==> config.mk <==
export PLATFORM = sky130hd
export DESIGN_NAME = gcd_job_sequencer
export DESIGN_NICKNAME = d
export VERILOG_FILES = /design/src/rtl/gcd_pkg.sv /design/src/rtl/gcd_watchdog.sv /design/src/rtl/gcd_job_sequencer.sv
export SDC_FILE = /design/constraint.sdc
export NUM_CORES = 1
export LEC_CHECK = 0
export BUFFER_PORTS_ARGS = -buffer_cell sky130_fd_sc_hd__buf_2
export CAP_MARGIN = 20
export CORE_MARGIN = 2
export CORE_UTILIZATION = 40
export DETAILED_ROUTE_END_ITERATION = 16
export PLACE_DENSITY = 0.65
export SLEW_MARGIN = 20
export SYNTH_ARGS = -nofsm -noshare
export SYNTH_HDL_FRONTEND = slang
export SYNTH_SLANG_ARGS = --single-unit
==> constraint.sdc <==
create_clock -name clk -period 1.9 [get_ports clk]
set_input_delay 0.38 -clock clk [delete_from_list [all_inputs] [get_ports clk]]
set_output_delay 0.38 -clock clk [all_outputs]
set_load 0.03 [all_outputs]
==> src/rtl/gcd_pkg.sv <==
// Shared definitions for the GCD job sequencer: FSM state encoding and
// default sizing.
package gcd_pkg;

    typedef enum logic [2:0] {
        IDLE,
        CLR,
        LOAD_A,
        LOAD_B,
        RUN,
        RESP
    } state_t;

    localparam int GCD_WIDTH       = 16;
    localparam int GCD_CYCLE_LIMIT = 65600;

endpackage

==> src/rtl/gcd_watchdog.sv <==
// RUN-phase cycle counter; expired flags the final permitted RUN cycle.
module gcd_watchdog
    import gcd_pkg::*;
#(
    parameter int CYCLE_LIMIT = GCD_CYCLE_LIMIT
) (
    input  logic clk,
    input  logic rst_n,
    input  logic i_clr,
    input  logic i_en,
    output logic o_expired
);

    localparam int CW = $clog2(CYCLE_LIMIT + 1);
    localparam logic [CW-1:0] LAST = CW'(CYCLE_LIMIT - 1);

    logic [CW-1:0] r_count;

    // Saturates at LAST so a missed exit can never wrap back to zero.
    always_ff @(posedge clk or negedge rst_n) begin
        if (!rst_n) begin
            r_count <= '0;
        end else if (i_clr) begin
            r_count <= '0;
        end else if (i_en && (r_count != LAST)) begin
            r_count <= r_count + 1'b1;
        end
    end

    assign o_expired = (r_count == LAST);

endmodule

==> src/rtl/gcd_job_sequencer.sv <==
// Wraps the subtractive GCD core: accepts operand pairs, drives the core's
// clear/start/data load sequence, and returns the result or a timeout.
module gcd_job_sequencer
    import gcd_pkg::*;
#(
    parameter int WIDTH       = GCD_WIDTH,
    parameter int CYCLE_LIMIT = GCD_CYCLE_LIMIT
) (
    input  logic             clk,
    input  logic             rst_n,
    input  logic             in_valid,
    output logic             in_ready,
    input  logic [WIDTH-1:0] in_a,
    input  logic [WIDTH-1:0] in_b,
    output logic             out_valid,
    input  logic             out_ready,
    output logic [WIDTH-1:0] out_gcd,
    output logic             out_err,
    output logic             core_clr,
    output logic             core_start,
    output logic [WIDTH-1:0] core_data,
    input  logic             core_done,
    input  logic [WIDTH-1:0] core_result
);

    state_t           r_state;
    logic [WIDTH-1:0] r_a;
    logic [WIDTH-1:0] r_b;
    logic [WIDTH-1:0] r_out_gcd;
    logic             r_out_err;
    logic             r_core_clr;
    logic             r_core_start;
    logic [WIDTH-1:0] r_core_data;

    logic w_wd_clr;
    logic w_wd_en;
    logic w_wd_expired;

    assign w_wd_clr = (r_state == LOAD_B);
    assign w_wd_en  = (r_state == RUN);

    gcd_watchdog #(
        .CYCLE_LIMIT (CYCLE_LIMIT)
    ) u_watchdog (
        .clk       (clk),
        .rst_n     (rst_n),
        .i_clr     (w_wd_clr),
        .i_en      (w_wd_en),
        .o_expired (w_wd_expired)
    );

    // Outputs are set on the edge entering a state so they are valid for
    // exactly the cycle that state occupies.
    always_ff @(posedge clk or negedge rst_n) begin
        if (!rst_n) begin
            r_state      <= IDLE;
            r_a          <= '0;
            r_b          <= '0;
            r_out_gcd    <= '0;
            r_out_err    <= 1'b0;
            r_core_clr   <= 1'b0;
            r_core_start <= 1'b0;
            r_core_data  <= '0;
        end else begin
            r_core_clr   <= 1'b0;
            r_core_start <= 1'b0;
            case (r_state)
                IDLE: begin
                    if (in_valid) begin
                        r_a <= in_a;
                        r_b <= in_b;
                        // A zero operand would never terminate in the core.
                        if ((in_a == '0) || (in_b == '0)) begin
                            r_out_gcd <= in_a | in_b;
                            r_out_err <= 1'b0;
                            r_state   <= RESP;
                        end else begin
                            r_core_clr <= 1'b1;
                            r_state    <= CLR;
                        end
                    end
                end
                CLR: begin
                    r_core_data  <= r_a;
                    r_core_start <= 1'b1;
                    r_state      <= LOAD_A;
                end
                LOAD_A: begin
                    r_core_data <= r_b;
                    r_state     <= LOAD_B;
                end
                LOAD_B: begin
                    r_state <= RUN;
                end
                RUN: begin
                    if (core_done) begin
                        r_out_gcd <= core_result;
                        r_out_err <= 1'b0;
                        r_state   <= RESP;
                    end else if (w_wd_expired) begin
                        r_out_gcd <= '0;
                        r_out_err <= 1'b1;
                        r_state   <= RESP;
                    end
                end
                RESP: begin
                    if (out_ready) begin
                        r_state <= IDLE;
                    end
                end
                default: begin
                    r_state <= IDLE;
                end
            endcase
        end
    end

    assign in_ready   = (r_state == IDLE);
    assign out_valid  = (r_state == RESP);
    assign out_gcd    = r_out_gcd;
    assign out_err    = r_out_err;
    assign core_clr   = r_core_clr;
    assign core_start = r_core_start;
    assign core_data  = r_core_data;

endmodule
==> summary.md <==
| Metric | Value |
|---|---|
| Leak | 2.48 nW |
| Hpwl dp | 7.38 mm |
| First-pass GRT wire length | 17.1 mm |
| Critical Path Start Type | flip-flop |
| Die footprint | 0.0111 mm2 |
| Synth area leader | dfrtp_1 |
| Slew @ Worst Pin | 0.546 ns |
| Net Count, Synth | 413 |
| Core Box Area | 0.00986 mm2 |
| DRC Markers | 0 |
| Die Width | 105 um |
| Pin count of the biggest net entering global routing | 49 |
| Hold Crit Class | input pin to flip-flop |
| Final WS setup | -0.142 ns |
| RSZ-0062 raised after global routing | yes |
| Most frequent cells in the layout | 87 x dfrtp_1, 87 x buf_2, 42 x buf_4 |
| Asr flop ratio synth | 100% |
| I/O pins | 90 |
| Cell variety after synth | 38 |
| Clock transition at path regs | 0.09 ns |
| Port Buffers | 89 |
| Sequential area share after synthesis | 53.0% |
| Pre-antenna DRT Iters | 4 |
| Violated checks | setup timing |
| Peak supply drop | 0.568 mV |
| Clock Skew | 0.0142 ns |
| Routability cong. | 0.804 |
| Initial DRC Count | 147 |
| Total congestion overflow | 0 |
| Share of layout cells above drive strength 1 | 43.8% |
| Final number of max-transition violations | 0 |
| Clock sink total | 87 |
| Synth Register Bits | 87 |
| Row count | 36 |
| Post-layout power | 8.35 mW |
| Routed len/inst | 17.0 um |
| Synth Flop Type | dfrtp_1 |
| Post-synthesis cell count | 359 |
| CP arrival | 2.30 ns |
| Total GRT Usage | 19.9% |
| Synthesized cell area | 0.00411 mm2 |
| Routed Antenna Nets | 0 |
| Antenna diode count | 0 |
| CP required | 2.16 ns |
| Initial antenna violation count | 0 |
| Post-Route WL | 10.6 mm |
| Final Hold Viols | 0 |
| Grt met3 use | 4.45% |
| Crit. Startpoint | u_watchdog.r_count[1]$_DFFE_PN0P_ |
| Minimum clock period after layout | 2.04 ns |
| Top cell type's share of synthesized area | 53.0% |
| Vias in the first global route | 3,292 |
| Slew margin rel. | 63.3% |
| Clock Tree Root | clkbuf_8 |
| Crit Path Class | flip-flop to flip-flop |
| Delay-heaviest family, CP | compound AO/OA/AOI/OAI gates |
| Worst path bufs/invs | 1 |
| Max H-tree Level | 3 |
| DR vias/cell | 5.19 |
| Critical-path cell list | ha_1 -> and4_2 -> nand4_4 -> a2111oi_4 -> buf_6 -> o21ai_4 -> mux2_4 |
| Vias | 3,241 |
| CP peak stage delay | 0.36 ns |
| Worst-Skew Late Latency | 0.37 ns |
| Reg2reg start | u_watchdog.r_count[1]$_DFFE_PN0P_ |
| Crit-path max FO | 8 |
| Crit. End Element | flip-flop |
| Clk buf depth | 2 |
| Pwr Density | 1550 mW/mm2 |
| Hold_ws | 0.273 ns |
| Main area contributors after synthesis | dfrtp_1 53%, mux2_2 11%, mux2_4 3.7% |
| EDFF count, synth | 0 |
| TritonCTS Buffers | 9 |
| Avg Cell Area, Syn | 11.4 um2 |
| CTS tree | yes |
| Hold Startpoint | in_a[7] |
| Nets | 540 |
| Area Growth Syn to Fin | 30.8% |
| FMAX | 490 MHz |
| Met2 Usage GRT | 31.4% |
| Final setup vio count | 17 |
| Ys Warns | 0 |
| Met1 Usage GRT | 26.7% |
| Initial Utilization | 41.7% |
| Run status | complete, but fails checks |
| CP max-delay cell | dfrtp_1 |
| Final Cycle Share | 107% |
| Most used routing layer | met2 |
| Final core utilization | 54.5% |
| Die Ht | 105 um |
| Max capacitance violation total | 0 |
cell usage after synthesis, types with 6 or more instances:
| master | n |
|---|---|
| a21oi_1 | 19 |
| mux2_2 | 39 |
| nand4_1 | 13 |
| o21ai_0 | 13 |
| buf_2 | 7 |
| mux2i_1 | 12 |
| mux2_4 | 10 |
| nor2_1 | 17 |
| nor3_1 | 19 |
| clkbuf_1 | 14 |
| nor4_1 | 8 |
| xor2_1 | 13 |
| nand2_1 | 39 |
| dfrtp_1 | 87 |
| and2_1 | 6 |
layer usage:
layer	vias to the layer above	part of all wire (%)	wire [um]
met2	76	48	5100
met3	18	4.2	441
met5	-	0	0
met4	0	2.3	248
li1	1536	-	-
met1	1611	45	4810
worst register-to-register path, cell delays in order, from the launching register on:
cell and delay, ns:
dfrtp_1 0.36, ha_1 0.18, and4_2 0.29, nand4_4 0.11, a2111oi_4 0.35, buf_6 0.19, o21ai_4 0.13, mux2_4 0.33
cell type report:
| cell class | instances | area (um2) |
|---|---|---|
| Clock buffer | 10 | 138 |
| Clock inverter | 6 | 115 |
| Fill cell | 874 | 4490 |
| Multi-Input combinational cell | 247 | 1880 |
| Inverter | 4 | 15.0 |
| Timing Repair Buffer | 137 | 880 |
| Tap cell | 133 | 166 |
| Sequential cell | 87 | 2180 |
cells by family after synthesis:
| group | after synthesis | synth area share [%] |
|---|---|---|
| compound gates | 43 | 6.36 |
| xor+xnor | 15 | 3.20 |
| fa+ha+maj | 1 | 0.304 |
| buf+inv | 27 | 2.86 |
| flops | 87 | 53.0 |
| mux | 61 | 17.3 |
| simple gates | 125 | 17.0 |
worst paths after layout:
kind	end	depth (start not counted)	slack [ns]
max reg2reg	out_gcd[5]$_DFFE_PN0P_	7	-0.14
min reg2reg	core_data[12]$_DFFE_PN0P_	2	0.48
max in group asynchronous	out_gcd[5]$_DFFE_PN0P_	3	0.76
min in group asynchronous	u_watchdog.r_count[3]$_DFFE_PN0P_	2	0.51
min	r_a[7]$_DFFE_PN0P_	2	0.27
max	out_gcd[5]$_DFFE_PN0P_	7	-0.14
per-stage QoR:
stage | setup WS, ns | cell area [um2] | setup TNS, ns | instances
after global routing | -0.227 | 5370 | -3.34 | 624
after detailed placement | -0.240 | 5060 | -3.87 | 603
after CTS | -0.152 | 5360 | -2.27 | 623
final | -0.142 | 5370 | -2.05 | 624
after floorplan | -0.165 | 4140 | -1.71 | 359
after global placement | -0.220 | 5060 | -3.58 | 603
registers in the layout, indices dropped and copies added (netlist names):
| signal | count |
|---|---|
| r_b | 16 |
| out_gcd | 16 |
| core_clr | 1 |
| out_err | 1 |
| u_watchdog.r_count | 17 |
| core_data | 16 |
| r_state | 3 |
| r_a | 16 |
| core_start | 1 |
report_power, final:
part | internal [mW] | switching, mW
Sequential | 2.64 | 0.427
Combinational | 1.56 | 2.11
Clock | 0.916 | 0.703
Total | 5.11 | 3.24
repair_timing:
item,CTS,global route
gates resized for setup,4,1
endpoints found under the hold margin,31,0
setup endpoints to repair,17,18
hold buffers,1,0
pin swaps,2,2
cloned,2,0
buffers inserted,1,1
(Power assumes the default switching activity.)
